## src/rtl/dc_mcl_scale_conf_responder_if.sv

```systemverilog
// ---------------------------------------------------------------------------
// dc_mcl_scale_conf_responder_if
// Handshake and configuration bus between the cyclic dimension managers
// (master side) and the scale configuration responder (slave side).
//   conf_req              request valid (level), master -> slave
//   req_width/req_height  requested output dimensions
//   src_width/src_height  source dimensions
//   frame_start           one-cycle pulse at the start of an output frame
//   conf_ready            one-cycle pulse, configuration applied
//   busy                  responder is not idle
//   out_width/out_height  applied output dimensions
//   step_x/step_y         applied fixed-point scale steps (src/dst)
// ---------------------------------------------------------------------------
interface dc_mcl_scale_conf_responder_if #(
  parameter int SCR_SIZE_WIDTH = 12,
  parameter int FRAC_BITS      = 8
);
  localparam int Q = SCR_SIZE_WIDTH + FRAC_BITS;

  logic                      conf_req;
  logic [SCR_SIZE_WIDTH-1:0] req_width;
  logic [SCR_SIZE_WIDTH-1:0] req_height;
  logic [SCR_SIZE_WIDTH-1:0] src_width;
  logic [SCR_SIZE_WIDTH-1:0] src_height;
  logic                      frame_start;
  logic                      conf_ready;
  logic                      busy;
  logic [SCR_SIZE_WIDTH-1:0] out_width;
  logic [SCR_SIZE_WIDTH-1:0] out_height;
  logic [Q-1:0]              step_x;
  logic [Q-1:0]              step_y;

  modport master (
    output conf_req, req_width, req_height, src_width, src_height, frame_start,
    input  conf_ready, busy, out_width, out_height, step_x, step_y
  );

  modport slave (
    input  conf_req, req_width, req_height, src_width, src_height, frame_start,
    output conf_ready, busy, out_width, out_height, step_x, step_y
  );
endinterface

```

## src/rtl/dc_mcl_scale_conf_responder.sv

```systemverilog
// ---------------------------------------------------------------------------
// dc_mcl_scale_conf_responder
// Accepts a requested output size, computes horizontal/vertical scale steps
// (src << FRAC_BITS) / req with a serial restoring divider (one quotient bit
// per cycle, MSB first), applies them to the output registers (optionally
// on a frame boundary) and pulses conf_ready.
// Ports:
//   clk   clock
//   nrst  asynchronous active-low reset
//   en    global enable, all registers hold while low
//   bus   slave side of dc_mcl_scale_conf_responder_if
// ---------------------------------------------------------------------------
module dc_mcl_scale_conf_responder #(
  parameter int SCR_SIZE_WIDTH = 12,
  parameter int FRAC_BITS      = 8,
  parameter int SYNC_TO_FRAME  = 1
) (
  input  logic clk,
  input  logic nrst,
  input  logic en,
  dc_mcl_scale_conf_responder_if.slave bus
);
  localparam int W     = SCR_SIZE_WIDTH;
  localparam int Q     = SCR_SIZE_WIDTH + FRAC_BITS;
  localparam int CNT_W = $clog2(Q);

  typedef enum logic [2:0] {IDLE, CALC_X, CALC_Y, WAIT_FRAME, APPLY, DONE} state_t;

  // One restoring-division step: returns {quotient bit, next remainder}.
  // The remainder stays below the divisor, so the shifted trial value always
  // fits in W+1 bits. A zero divisor yields a 1 every step, giving 2^Q-1.
  function automatic logic [W+1:0] div_step(input logic [W:0]   rem,
                                            input logic         din,
                                            input logic [W-1:0] dv);
    logic [W:0] trial;
    trial = {rem[W-1:0], din};
    if (dv == '0)
      div_step = {1'b1, trial};
    else if (trial >= {1'b0, dv})
      div_step = {1'b1, trial - {1'b0, dv}};
    else
      div_step = {1'b0, trial};
  endfunction

  state_t           r_state;
  logic [W-1:0]     r_req_w, r_req_h, r_src_h;
  logic [Q-1:0]     r_dvd;      // dividend, shifted out MSB first
  logic [W:0]       r_rem;
  logic [Q-1:0]     r_quo;      // quotient, shifted in LSB side
  logic [Q-1:0]     r_qx, r_qy;
  logic [CNT_W-1:0] r_cnt;
  logic             r_conf_ready, r_busy;
  logic [W-1:0]     r_out_width, r_out_height;
  logic [Q-1:0]     r_step_x, r_step_y;

  logic [W-1:0]     w_divisor;
  logic [W+1:0]     w_step;
  logic [W:0]       w_rem_next;
  logic [Q-1:0]     w_quo_next;
  logic             w_last;

  assign w_divisor  = (r_state == CALC_X) ? r_req_w : r_req_h;
  assign w_step     = div_step(r_rem, r_dvd[Q-1], w_divisor);
  assign w_rem_next = w_step[W:0];
  assign w_quo_next = {r_quo[Q-2:0], w_step[W+1]};
  assign w_last     = (r_cnt == CNT_W'(Q-1));

  always_ff @(posedge clk or negedge nrst) begin
    if (!nrst) begin
      r_state      <= IDLE;
      r_req_w      <= '0;
      r_req_h      <= '0;
      r_src_h      <= '0;
      r_dvd        <= '0;
      r_rem        <= '0;
      r_quo        <= '0;
      r_qx         <= '0;
      r_qy         <= '0;
      r_cnt        <= '0;
      r_conf_ready <= 1'b0;
      r_busy       <= 1'b0;
      r_out_width  <= '0;
      r_out_height <= '0;
      r_step_x     <= '0;
      r_step_y     <= '0;
    end else if (en) begin
      case (r_state)
        IDLE: begin
          if (bus.conf_req) begin
            // Source width only feeds the X dividend, so it is not kept.
            r_req_w <= bus.req_width;
            r_req_h <= bus.req_height;
            r_src_h <= bus.src_height;
            r_dvd   <= {bus.src_width, {FRAC_BITS{1'b0}}};
            r_rem   <= '0;
            r_quo   <= '0;
            r_cnt   <= '0;
            r_busy  <= 1'b1;
            r_state <= CALC_X;
          end
        end
        CALC_X: begin
          r_rem <= w_rem_next;
          r_quo <= w_quo_next;
          r_dvd <= r_dvd << 1;
          r_cnt <= r_cnt + 1'b1;
          if (w_last) begin
            r_qx    <= w_quo_next;
            r_dvd   <= {r_src_h, {FRAC_BITS{1'b0}}};
            r_rem   <= '0;
            r_quo   <= '0;
            r_cnt   <= '0;
            r_state <= CALC_Y;
          end
        end
        CALC_Y: begin
          r_rem <= w_rem_next;
          r_quo <= w_quo_next;
          r_dvd <= r_dvd << 1;
          r_cnt <= r_cnt + 1'b1;
          if (w_last) begin
            r_qy <= w_quo_next;
            if (SYNC_TO_FRAME != 0) begin
              r_state <= WAIT_FRAME;
            end else begin
              // Outputs and conf_ready are registered on entry to APPLY so
              // they become visible in the APPLY cycle itself.
              r_out_width  <= r_req_w;
              r_out_height <= r_req_h;
              r_step_x     <= r_qx;
              r_step_y     <= w_quo_next;
              r_conf_ready <= 1'b1;
              r_state      <= APPLY;
            end
          end
        end
        WAIT_FRAME: begin
          if (bus.frame_start) begin
            r_out_width  <= r_req_w;
            r_out_height <= r_req_h;
            r_step_x     <= r_qx;
            r_step_y     <= r_qy;
            r_conf_ready <= 1'b1;
            r_state      <= APPLY;
          end
        end
        APPLY: begin
          r_conf_ready <= 1'b0;
          r_state      <= DONE;
        end
        DONE: begin
          // Wait for the request to drop so a held request is not re-accepted.
          if (!bus.conf_req) begin
            r_busy  <= 1'b0;
            r_state <= IDLE;
          end
        end
        default: begin
          r_conf_ready <= 1'b0;
          r_busy       <= 1'b0;
          r_state      <= IDLE;
        end
      endcase
    end
  end

  assign bus.conf_ready = r_conf_ready;
  assign bus.busy       = r_busy;
  assign bus.out_width  = r_out_width;
  assign bus.out_height = r_out_height;
  assign bus.step_x     = r_step_x;
  assign bus.step_y     = r_step_y;

endmodule

```

## src/flat_wrapper.sv

```systemverilog
// flat-port wrapper written by rule: the top's interface ports become plain ports
module dc_mcl_scale_conf_responder_flat 
#(
  parameter int SCR_SIZE_WIDTH = 12,
  parameter int FRAC_BITS      = 8,
  parameter int SYNC_TO_FRAME  = 1
)
  (clk, nrst, en, bus_conf_req, bus_req_width, bus_req_height, bus_src_width, bus_src_height, bus_frame_start, bus_conf_ready, bus_busy, bus_out_width, bus_out_height, bus_step_x, bus_step_y);
  dc_mcl_scale_conf_responder_if #(.SCR_SIZE_WIDTH(SCR_SIZE_WIDTH), .FRAC_BITS(FRAC_BITS)) bus_i ();
  input  logic clk;
  input  logic nrst;
  input  logic en;
  input wire logic [$bits(bus_i.conf_req)-1:0] bus_conf_req;
  input wire logic [$bits(bus_i.req_width)-1:0] bus_req_width;
  input wire logic [$bits(bus_i.req_height)-1:0] bus_req_height;
  input wire logic [$bits(bus_i.src_width)-1:0] bus_src_width;
  input wire logic [$bits(bus_i.src_height)-1:0] bus_src_height;
  input wire logic [$bits(bus_i.frame_start)-1:0] bus_frame_start;
  output wire logic [$bits(bus_i.conf_ready)-1:0] bus_conf_ready;
  output wire logic [$bits(bus_i.busy)-1:0] bus_busy;
  output wire logic [$bits(bus_i.out_width)-1:0] bus_out_width;
  output wire logic [$bits(bus_i.out_height)-1:0] bus_out_height;
  output wire logic [$bits(bus_i.step_x)-1:0] bus_step_x;
  output wire logic [$bits(bus_i.step_y)-1:0] bus_step_y;
  assign bus_i.conf_req = bus_conf_req;
  assign bus_i.req_width = bus_req_width;
  assign bus_i.req_height = bus_req_height;
  assign bus_i.src_width = bus_src_width;
  assign bus_i.src_height = bus_src_height;
  assign bus_i.frame_start = bus_frame_start;
  assign bus_conf_ready = bus_i.conf_ready;
  assign bus_busy = bus_i.busy;
  assign bus_out_width = bus_i.out_width;
  assign bus_out_height = bus_i.out_height;
  assign bus_step_x = bus_i.step_x;
  assign bus_step_y = bus_i.step_y;
  dc_mcl_scale_conf_responder #(.SCR_SIZE_WIDTH(SCR_SIZE_WIDTH), .FRAC_BITS(FRAC_BITS), .SYNC_TO_FRAME(SYNC_TO_FRAME)) u_core (.clk(clk), .nrst(nrst), .en(en), .bus(bus_i));
endmodule
```

## config.mk

```make
export PLATFORM = sky130hd
export DESIGN_NAME = dc_mcl_scale_conf_responder_flat
export DESIGN_NICKNAME = d
export VERILOG_FILES = /design/src/rtl/dc_mcl_scale_conf_responder_if.sv /design/src/rtl/dc_mcl_scale_conf_responder.sv /design/src/flat_wrapper.sv
export SDC_FILE = /design/constraint.sdc
export NUM_CORES = 1
export LEC_CHECK = 0
export ABC_AREA = 0
export CAP_MARGIN = 25
export CORE_MARGIN = 4
export CORE_UTILIZATION = 55
export DETAILED_ROUTE_END_ITERATION = 16
export PLACE_DENSITY = 0.89
export SETUP_SLACK_MARGIN = 0.5
export SYNTH_ARGS = -nofsm -noshare
export SYNTH_HDL_FRONTEND = slang
export SYNTH_SLANG_ARGS = --single-unit
```

## constraint.sdc

```tcl
create_clock -name clk -period 6.6 [get_ports clk]
set_clock_uncertainty 0.05 [all_clocks]
set_input_delay 0.99 -clock clk [delete_from_list [all_inputs] [get_ports clk]]
set_output_delay 0.99 -clock clk [all_outputs]
set_load 0.02 [all_outputs]
```

==> results of run 1 <==
cell families after synthesis:
logic type,Yosys count,synth area share [%]
AOI/OAI and AO/OA,122,9.25
xor gates and xnor gates,11,1.12
adders and majority gates,10,1.44
buffers and inverters,53,2.51
DFF,193,56.0
muxes,155,20.0
and+or+nand+nor,171,9.69
flip-flops by register name (all words and copies together) (netlist names), 5 cells and up:
name / count
u_core.r_req_w: 12
u_core.r_dvd: 12
u_core.r_src_h: 12
u_core.r_quo: 19
u_core.r_rem: 12
u_core.bus.step_y: 20
u_core.r_cnt: 5
u_core.bus.step_x: 20
u_core.bus.out_height: 12
u_core.r_qy: 20
u_core.r_qx: 20
u_core.bus.out_width: 12
u_core.r_req_h: 12
layer usage:
layer | vias up | GRT usage [%] | wire length, um
li1 | 2780 | - | -
met2 | 224 | 36.7 | 9670
met1 | 3071 | 29.3 | 8120
met5 | - | 0 | 0
met4 | 0 | 6.97 | 385
met3 | 38 | 4.57 | 1050
critical path: cells and delay by family (launching register included):
kind / cells / cell delay (ns)
and+or+nand+nor: 3 / 1.23
muxes: 1 / 0.20
AOI/OAI and AO/OA: 4 / 1.18
DFF: 1 / 0.66
adders and majority gates: 1 / 0.44
worst max-delay path by stage:
stage                              end  slack, ns
3_3_place_gp   u_core.bus.out_width[2]       2.57
4_1_cts               u_core.r_rem[11]       2.80
3_5_place_dp          u_core.r_rem[11]       2.89
6_report              u_core.r_rem[11]       2.74
2_1_floorplan          u_core.r_rem[0]       3.60
5_1_grt                u_core.r_rem[6]       2.44
power breakdown:
part           internal [mW]  switching (mW)  total (mW)
combinational          0.821            1.05        1.87
clock                  0.547           0.503        1.05
sequential              1.45           0.282        1.73
total                   2.82            1.84        4.66
final cells by class:
| class | instances | area, um^2 |
|---|---|---|
| sequential | 193 | 4830 |
| fill | 1043 | 4640 |
| multi-input combinational | 469 | 3600 |
| timing repair buffer | 126 | 1270 |
| clock buffer | 17 | 425 |
| tap | 211 | 264 |
| clock inverter | 15 | 188 |
| inverter | 10 | 37.5 |
layout by cell type (no fill, tap or decap), types with 7 or more instances in the layout:
| cell | netlist | routed |
|---|---|---|
| nor3_1 | 11 | 11 |
| a21oi_1 | 17 | 17 |
| mux2i_1 | 14 | 14 |
| o21ai_0 | 52 | 52 |
| clkdlybuf4s50_1 | 0 | 117 |
| mux2_2 | 141 | 141 |
| inv_1 | 10 | 10 |
| dfrtp_1 | 193 | 193 |
| xnor2_1 | 7 | 7 |
| nand3_1 | 14 | 12 |
| nor2_1 | 20 | 19 |
| nand2_1 | 82 | 82 |
| nand2b_1 | 7 | 7 |
| a222oi_1 | 11 | 11 |
| ha_1 | 9 | 9 |
| clkbuf_16 | 0 | 17 |
through the flow:
| stage | area [um^2] | power, mW | utilization (%) | worst slack (ns) |
|---|---|---|---|---|
| floorplan | 8630 | 3.03 | - | 3.60 |
| global placement | 9960 | 3.48 | 65.3 | 2.57 |
| detailed placement | 9980 | 3.56 | 65.4 | 2.89 |
| CTS | 10600 | 4.64 | 69.4 | 2.80 |
| global route | 10600 | 4.94 | 69.6 | 2.44 |
| finish | 10600 | 4.66 | 69.6 | 2.74 |
==> impl_results.md, run 1 <==
* Status: finished clean
* Mapped Area at roughly 0.0086 mm^2
* Critical Path Fanout Max at 20
* Mapped Cells at 715
* Number of global-route vias before repair at approximately 6.2k
* GP Congestion at about 0.88
* Worst hold path class: reg2reg
* Vias per std cell at 5.87
* Synth area leader: dfrtp_1
* Synth Register Bits at 193
* Dpl hpwl at 12400 um
* Nets at 879
* Drt total wl at 19200 um
* Cell breakdown of the critical path: nor3b_4 -> mux2i_1 -> ha_1 -> nand2_1 -> or3_4 -> a211oi_4 -> o41a_2 -> o21ai_0 -> a31o_2
* Rel. slew slack at about a third
* Syn_nets at just under 800
* CP Data Required Time at 6.88 ns
* Largest stage delay on the critical path at approximately 0.71 ns
* FMAX at 259 MHz
* Post-CTS sizing at 0
* First-pass detailed-route iteration total at 5
* Num rows at 45
* Initial antenna violation count at 0
* RSZ-0062 raised after global routing: false
* First-pass GRT wire length at 31500 um
* Kind of critical path: reg2reg
* Static Leak at approximately 4.8 nW
* R2R cell count at 9
* Crit. Startpoint: u_core.r_state[0]
* FFs w/ async S/R, synth at 100%
* Hold EP: u_core.r_dvd[18]
* Hold_buf cts at 0
* Slew Viols, Final at 0
* Clk slew on worst S/H paths at 0.07 ns
* Ranking of synthesized cells by area: dfrtp_1 56%, mux2_2 18%, nand2_1 3.6%
* DRT iter0 DRCs at ~540
* Largest net degree at the start of global routing at between 100 and 150
* Post-synth EDFFs at 0
* WP data arrival at 4.14 ns
* Hold Crit Depth at 2
* Tcrit/Tclk final at 58.5%
* Synth warnings at 0
* Pwr Density at 439 mW/mm^2
* Root Driver: clkbuf_16
* Hold Vio Cnt, Final at 0
* Minimum clock period at 3.86 ns
* Slew @ Worst Pin at 0.983 ns
* Hold_ws at 0.448 ns
* Crit. End Element: flop
* Initial Util at 56.5%
* FF-to-FF End: u_core.r_rem[11]
* Min-delay src: u_core.r_dvd[18]
* Die area at between 0.015 and 0.02 mm^2
* Fin Setup TNS at 0 ns
* Worst VDD drop at about 0.31 mV
* RR Startpoint: u_core.r_state[0]
* Die Ht at 133 um
* Placed cells at 1008
* Share of layout cells above drive strength 1 at 23.6%
* CP startpoint kind: flop
* Buffers on Ports at roughly 120
* Layout Cells excl Fill at 1041
* DIE WIDTH at roughly 130 um
* CORE AREA at 0.0153 mm^2
* Top cell type's share of synthesized area at 56.0%
* Postcts setup bufs at 0
* Worst-case clock buffer depth at 2
* CTS sink cnt at 193
* Gr ovfl total at 0
* Worst-Skew Late Latency at 0.44 ns
* Main synth FF type: dfrtp_1
* Endpoints failing setup at 0
* Post-synth cell types at 58
* Drt wl/cell at around 18 um
* Top-count cell post-synth: dfrtp_1
* Layout area overhead at 23.0%
* Via count at 6113
* H-tree levels at 4
* DRC violation count after routing at 0
* Avg Inst Size Synth at approximately 12 um^2
* Post-DRT Antenna Nets at 0
* Number of diodes at 0
* Most instantiated cells after synthesis: 193 x dfrtp_1, 141 x mux2_2, 82 x nand2_1
* CTS tree: yes
* Flop-to-flop setup slack at 2.74 ns
* Max-cap violations at 0
* Post-synthesis sequential area ratio at 56.0%
* CP max-delay cell: nor3b_4
* I/O pins at roughly 120
* Total GRT Usage at roughly 22%
* Num CTS Buffers at 17
Note: power is estimated with default switching activity, not from simulation.
==> run 2: changes to the inputs <==
--- a/config.mk
+++ b/config.mk
@@ -8,9 +8,9 @@
 export ABC_AREA = 0
 export CAP_MARGIN = 25
 export CORE_MARGIN = 4
-export CORE_UTILIZATION = 55
+export CORE_UTILIZATION = 50
 export DETAILED_ROUTE_END_ITERATION = 16
-export PLACE_DENSITY = 0.89
+export PLACE_DENSITY = 0.86
 export SETUP_SLACK_MARGIN = 0.5
 export SYNTH_ARGS = -nofsm -noshare
 export SYNTH_HDL_FRONTEND = slang
==> constraint.sdc (replaced) <==
create_clock -name clk -period 3.3 [get_ports clk]
set_clock_uncertainty 0.05 [all_clocks]
set_input_delay 0.495 -clock clk [delete_from_list [all_inputs] [get_ports clk]]
set_output_delay 0.495 -clock clk [all_outputs]
set_load 0.02 [all_outputs]
==> impl_results.md, run 2 (synthesis gave the netlist of run 1 again) <==
* Top Usage Layer GRT: met2
* Power, Total at 10.8 mW (+130%)
* Commonest non-fill, non-tap cells in the layout: 191 x dfrtp_1, 140 x mux2_2, 117 x clkdlybuf4s50_1, 77 x nand2_1, 48 x o21ai_0
* Drt wl/cell at 19.8 um (+7.1%)
* DIE WIDTH at 139 um (+4.6%)
* Clk slew on worst S/H paths at 0.08 ns (about the same)
* Share of layout cells above drive strength 1 at 31.9% (+8.3 points)
* Drt total wl at 21600 um (+13%)
* DRT iter0 DRCs at 650 (+21%)
* Worst-Skew Late Latency at 0.44 ns (about the same)
* Via count at 6573 (+7.5%)
* Dpl hpwl at 13000 um (+4.9%)
* Cell breakdown of the critical path: nor3b_4 -> buf_12 -> mux2i_4 -> xor2_2 -> ha_4 -> nand2_1 -> a221oi_2 -> a21oi_2 -> a31oi_2 -> a211o_1 -> nand4_1 -> mux2i_2 -> o21ai_1
* Post-DRT Antenna Nets at 0 (unchanged)
* DRC violation count after routing at 0 (unchanged)
* Gr ovfl total at 0 (unchanged)
* Num CTS Buffers at 17 (unchanged)
* Vias per std cell at 6.01 (+2.3%)
* Slew Viols, Final at 0 (unchanged)
* Die Ht at 139 um (+4.6%)
* Layout area overhead at 30.0%
* M2 GR Usage at 36.0% (-0.67 points)
* Commonest non-fill, non-tap cell in the layout: dfrtp_1
* Die area at 0.0194 mm^2 (+9.4%)
* Static Leak at 5.01 nW (+5.3%)
* Slew @ Worst Pin at 0.682 ns (-0.302 ns)
* Root Driver: clkbuf_16
* GR Layer Usage met1 at 26.8% (-2.5 points)
* RSZ-0062 raised after global routing: true
* Met3 Use GR at 4.32% (-0.25 points)
* WP buf/inv at 1 (+1)
* Number of diodes at 0 (unchanged)
* FMAX at 326 MHz (+26%)
* Buffers on Ports at 118 (unchanged)
* CTS tree: yes
* WP data arrival at 3.33 ns (-0.81 ns)
* CP Data Required Time at 3.56 ns (-3.32 ns)
* First-pass GRT wire length at 33600 um (+6.7%)
* Hold_buf cts at 0 (unchanged)
* Largest net degree at the start of global routing at 84 (-28%)
* Worst hold path class: in2async
* Fin Setup TNS at 0 ns (unchanged)
* Rel. slew slack at 54.6% (+20 points)
* Tcrit/Tclk final at 93.0% (+35 points)
* First-pass detailed-route iteration total at 6 (+1)
* CTS sink cnt at 193 (unchanged)
* Hold Vio Cnt, Final at 0 (unchanged)
* Initial antenna violation count at 0 (unchanged)
* Cell family with most CP delay: compound AO/OA/AOI/OAI gates
* Worst-case clock buffer depth at 2 (unchanged)
* GP Congestion at 0.926 (+5.0%)
* Kind of critical path: reg2reg
* H-tree levels at 4 (unchanged)
* Minimum clock period at 3.07 ns (-0.791 ns)
* CORE AREA at 0.0168 mm^2 (+9.8%)
* Max-cap violations at 0 (unchanged)
* Number of global-route vias before repair at 6650 (+7.3%)
* Nets at 923 (+5.0%)
* Endpoints failing setup at 0 (unchanged)
* Worst VDD drop at 0.644 mV (+110%)
* I/O pins at 119 (unchanged)
* Total GRT Usage at 21.2% (-0.84 points)
* Initial Util at 51.5% (-5.1 points)
* Crit. End Element: flop
* Largest stage delay on the critical path at 0.44 ns (-0.27 ns)
* Critical Path Fanout Max at 7 (-65%)
* CP max-delay cell: dfrtp_2
* CP startpoint kind: flop
* Status: finished clean
* Num rows at 47 (+4.4%)
* Pwr Density at 958 mW/mm^2 (+120%)
## run 2: cell count changes in the layout (fill, tap and decap cells not counted), sizes merged
cell / before / now
clkinv: 6 / 4
buf: 8 / 49
o41a: 1 / 4
bufinv: 1 / 0
inv: 17 / 20
## run 2: metal layers
metal,up-vias,wire length [um]
li1,2875,-
met1,3299,8530
met2,316,10800
met3,83,1420
met4,0,850
met5,-,0
## run 2: timing repair
action | in CTS | in global routing
gates resized for setup | 28 | 28
pin swaps | 22 | 25
cloned | 3 | 0
setup buffers | 15 | 9
setup endpoints to repair | 15 | 15
## run 2: power breakdown
group	internal (mW)	total (mW)	switching, mW	leakage (nW)
clock	1.04	2.07	1.03	0.292
sequential	2.90	3.46	0.559	2.55
combinational	2.39	5.22	2.84	2.17
## run 2: layout make-up
class | instances | area, um^2
fillers | 1173 | 5540
flip-flops and latches | 193 | 4830
multi-input cells | 472 | 3870
repair buffers | 167 | 1600
clock buffers | 17 | 425
well taps | 220 | 275
clock inverters | 15 | 175
inverters | 10 | 37.5
## run 2: per-stage QoR
stage                     worst slack, ns  hold WS [ns]  util (%)  cell area, um^2  std cells
after floorplan                     0.390         0.149         -             8650        715
after global placement              0.169         0.414      60.5            10100       1035
after detailed placement           0.0693         0.421      60.5            10100       1035
after CTS                           0.363        0.0731      65.8            11000       1085
after global routing                0.129         0.103      66.9            11200       1094
final                               0.232        0.0653      66.9            11200       1094
## run 2: worst reg2reg max path, delay by kind of cell, from the launching register on
family,cells,cell delay [ns]
AO/OA/AOI/OAI,5,0.91
XOR/XNOR,1,0.25
adder cells (fa/ha/maj),1,0.19
buffers and inverters,1,0.16
flip-flops,1,0.44
multiplexers,2,0.49
AND/OR/NAND/NOR,3,0.46
## run 2: worst paths after layout
path                              startpoint                 endpoint  slack (ns)  cells past startpoint
min in group clk            u_core.r_dvd[15]         u_core.r_dvd[15]        0.44                      2
min reg2reg                 u_core.r_dvd[15]         u_core.r_dvd[15]        0.44                      2
max in group asynchronous               nrst     u_core.bus.step_x[8]        2.26                      2
max reg2reg                u_core.r_state[2]          u_core.r_rem[8]        0.23                     13
max                        u_core.r_state[2]          u_core.r_rem[8]        0.23                     13
min                                     nrst  u_core.bus.out_width[6]        0.07                      1
==> run 3: changes to the inputs <==
--- a/config.mk
+++ b/config.mk
@@ -5,7 +5,7 @@
 export SDC_FILE = /design/constraint.sdc
 export NUM_CORES = 1
 export LEC_CHECK = 0
-export ABC_AREA = 0
+export ABC_AREA = 1
 export CAP_MARGIN = 25
 export CORE_MARGIN = 4
 export CORE_UTILIZATION = 50
==> impl_results.md, run 3 <==
* Status: finished clean
* Hold Crit Depth at 2
* Hold_ws at 0.427 ns (+0.362 ns)
* Synth area leader: dfrtp_1
* Worst VDD drop at 0.599 mV (-6.9%)
* Drt wl/cell at 17.0 um (-14%)
* WP buf/inv at 3 (+2)
* Top sig layer: met4
* CP startpoint kind: flop
* Vias per std cell at 5.39 (-10%)
* DRT iter0 DRCs at 664 (+2.2%)
* Total GRT Usage at 23.5% (+2.3 points)
* Synth warnings at 0 (unchanged)
* DIE WIDTH at 140 um (+0.40%)
* Util after Layout at 65.5% (-1.4 points)
* Initial Util at 51.7% (+0.26 points)
* Routed wl met2 at 11300 um (+4.7%)
* Largest stage delay on the critical path at 0.45 ns (about the same)
* Layout area overhead at 26.7%
* Post-synth cell types at 42 (-28%)
* Place WS at 0.249 ns (+0.179 ns)
* Commonest non-fill, non-tap cells in the layout: 275 x nand2_1, 190 x dfrtp_1, 117 x clkdlybuf4s50_1, 111 x inv_1, 87 x o21ai_0
* Synth Register Bits at 193 (unchanged)
* Rel. slew slack at 56.5% (+2.0 points)
* Critical Path Fanout Max at 6 (-1)
* R2R cell count at 15 (+2)
* Max-cap violations at 0 (unchanged)
* Post-DRT Antenna Nets at 0 (unchanged)
* Crit. End Element: flop
* Wire length on met3 at 1370 um (-3.8%)
* Static Leak at 5.40 nW (+7.7%)
* Avg Inst Size Synth at 8.75 um^2 (-28%)
* Number of global-route vias before repair at 7045 (+5.9%)
* Top-count cell post-synth: nand2_1
* Post-synthesis sequential area ratio at 55.5% (-0.47 points)
* Top cell type's share of synthesized area at 55.5% (-0.47 points)
* Synth Area in Simple Gates at 21.3% (+12 points)
* CTS tree: yes
* Num rows at 47 (unchanged)
* CORE AREA at 0.0168 mm^2 (+0.35%)
* Worst-case clock buffer depth at 2 (unchanged)
* Commonest non-fill, non-tap cell in the layout: nand2_1
* CP dominant cell by count: nand2_1
* CP Data Required Time at 3.58 ns (+0.02 ns)
* Crit path setup slack, layout at 0.587 ns (+0.355 ns)
* First-pass detailed-route iteration total at 5 (-1)
* Kind of critical path: reg2reg
* First-pass GRT wire length at 37000 um (+10%)
* Most instantiated cells after synthesis: 278 x nand2_1, 193 x dfrtp_1, 111 x inv_1
* Synth Area in XOR/XNOR at 0.403% (-0.71 points)
* Via count at 7336 (+12%)
* Metal-1 WL at 10000 um (+17%)
* Mux share of post-synthesis cell area at 3.24% (-17 points)
* Share of layout cells above drive strength 1 at 11.5% (-20 points)
* Synth Area in Adders at 1.29% (-0.14 points)
* FFs w/ async S/R, synth at 100% (unchanged)
* CTS sink cnt at 193 (unchanged)
* Pwr Density at 949 mW/mm^2 (-0.99%)
* Number of diodes at 0 (unchanged)
* Worst hold path class: reg2reg
* RSZ-0062 raised after global routing: false
* Clk slew on worst S/H paths at 0.07 ns (about the same)
* Num CTS Buffers at 17 (unchanged)
* Gr ovfl total at 0 (unchanged)
* Dpl hpwl at 16100 um (+24%)
* Cell family with most CP delay: simple AND/OR/NAND/NOR gates
* Drt total wl at 23100 um (+6.9%)
* Largest net degree at the start of global routing at 69 (-18%)
* Cell breakdown of the critical path: inv_4 -> nand2_1 -> nor2_4 -> o21ai_2 -> ha_1 -> buf_4 -> nand2_1 -> nor3_1 -> nor3b_2 -> nand2_2 -> nand2_4 -> buf_4 -> nand4_1 -> nand3_1 -> nand2_1
* Buffers on Ports at 118 (unchanged)
* Post-synth EDFFs at 0 (unchanged)
* Worst-Skew Late Latency at 0.44 ns (about the same)
* Die area at 0.0196 mm^2 (+0.81%)
* Nets at 1190 (+29%)
* Minimum clock period at 2.71 ns (-0.355 ns)
* GP Congestion at 0.950 (+2.7%)
* Endpoints failing setup at 0 (unchanged)
* Initial antenna violation count at 0 (unchanged)
* Synth Area in Compound Gates at 10.9% (+1.6 points)
* Tcrit/Tclk final at 82.2% (-11 points)
* WP data arrival at 2.99 ns (-0.34 ns)
* DRC violation count after routing at 0 (unchanged)
* Mapped Cells at 995 (+39%)
* FMAX at 369 MHz (+13%)
* Slew Viols, Final at 0 (unchanged)
* Crit. path cell count at 15 (+2)
* Main synth FF type: dfrtp_1
* Slew @ Worst Pin at 0.646 ns (-0.0357 ns)
* H-tree levels at 4 (unchanged)
* Fin Setup TNS at 0 ns (unchanged)
* Mapped Area at 0.00870 mm^2 (+0.86%)
* Syn_nets at 1057 (+36%)
* Hold Vio Cnt, Final at 0 (unchanged)
* Root Driver: clkbuf_16
* I/O pins at 119 (unchanged)
* Die Ht at 140 um (+0.40%)
* Largest family of logic cells by synthesized area: simple AND/OR/NAND/NOR gates
* CP max-delay cell: dfrtp_2
* Ranking of synthesized cells by area: dfrtp_1 55%, nand2_1 12%, o21ai_0 5.3%
## run 3: cell types whose count changed after synthesis, sizes merged, moves of 36 or more
cell and delta:
nand2 +202, nand3 +60, nor2 +36, mux2 -116
o21ai +46, inv +108
## run 3: power by group
group	total [mW]	leakage [nW]	internal [mW]	switching [mW]
Clock	2.14	0.301	1.13	1.01
Combinational	4.75	2.71	1.89	2.86
Sequential	3.57	2.39	3.10	0.469
## run 3: logic make-up after synthesis
kind of cell,Yosys count
AOI/OAI and AO/OA,168
xor gates and xnor gates,4
adders and majority gates,9
buffers and inverters,159
DFF,193
muxes,25
and+or+nand+nor,437
## run 3: worst paths after layout
kind / start / slack (ns) / endpoint
worst min-delay path: u_core.r_src_h[11] / 0.43 / u_core.r_src_h[11]
worst max-delay path: u_core.r_state[1] / 0.59 / u_core.r_rem[7]
worst max register to register: u_core.r_state[1] / 0.59 / u_core.r_rem[7]
worst min register to register: u_core.r_src_h[11] / 0.43 / u_core.r_src_h[11]
max in group asynchronous: nrst / 1.90 / u_core.r_state[0]
min in group asynchronous: nrst / 0.52 / u_core.bus.step_x[4]
## run 3: what timing repair did
item                                    CTS  global route
endpoints found under the setup margin   15            15
hold endpoints to repair                  6             0
gates cloned                              0             1
buffers inserted                          0            18
hold buffers                              1             0
pin swaps                                 0             7
resized for setup                         4            26
## run 3: stage by stage
stage                     instance area (um^2)  instances  power [mW]
after floorplan                           8700        995        6.23
after global placement                   10200       1309        7.92
after detailed placement                 10200       1309        8.03
after CTS                                10800       1342        10.2
after global routing                     11000       1361        11.1
final                                    11000       1361        10.5
## run 3: routing by layer
metal  vias to the layer above  track usage, %
met2                       256            38.0
met4                         0            7.04
met5                         -               0
met3                        33            4.19
li1                       3506               -
met1                      3541            32.8
## run 3: worst min-delay path, delay by kind of cell (launching register included)
| kind | cells | cell delay, ns |
|---|---|---|
| flip-flops | 1 | 0.35 |
| AND/OR/NAND/NOR | 2 | 0.10 |
## run 3: area by class of cell
class / count / area [um^2]
clock buffers: 19 / 453
clock inverters: 13 / 168
fillers: 1332 / 5800
inverters: 118 / 450
multi-input cells: 644 / 3340
flip-flops and latches: 193 / 4830
well taps: 220 / 275
repair buffers: 154 / 1510
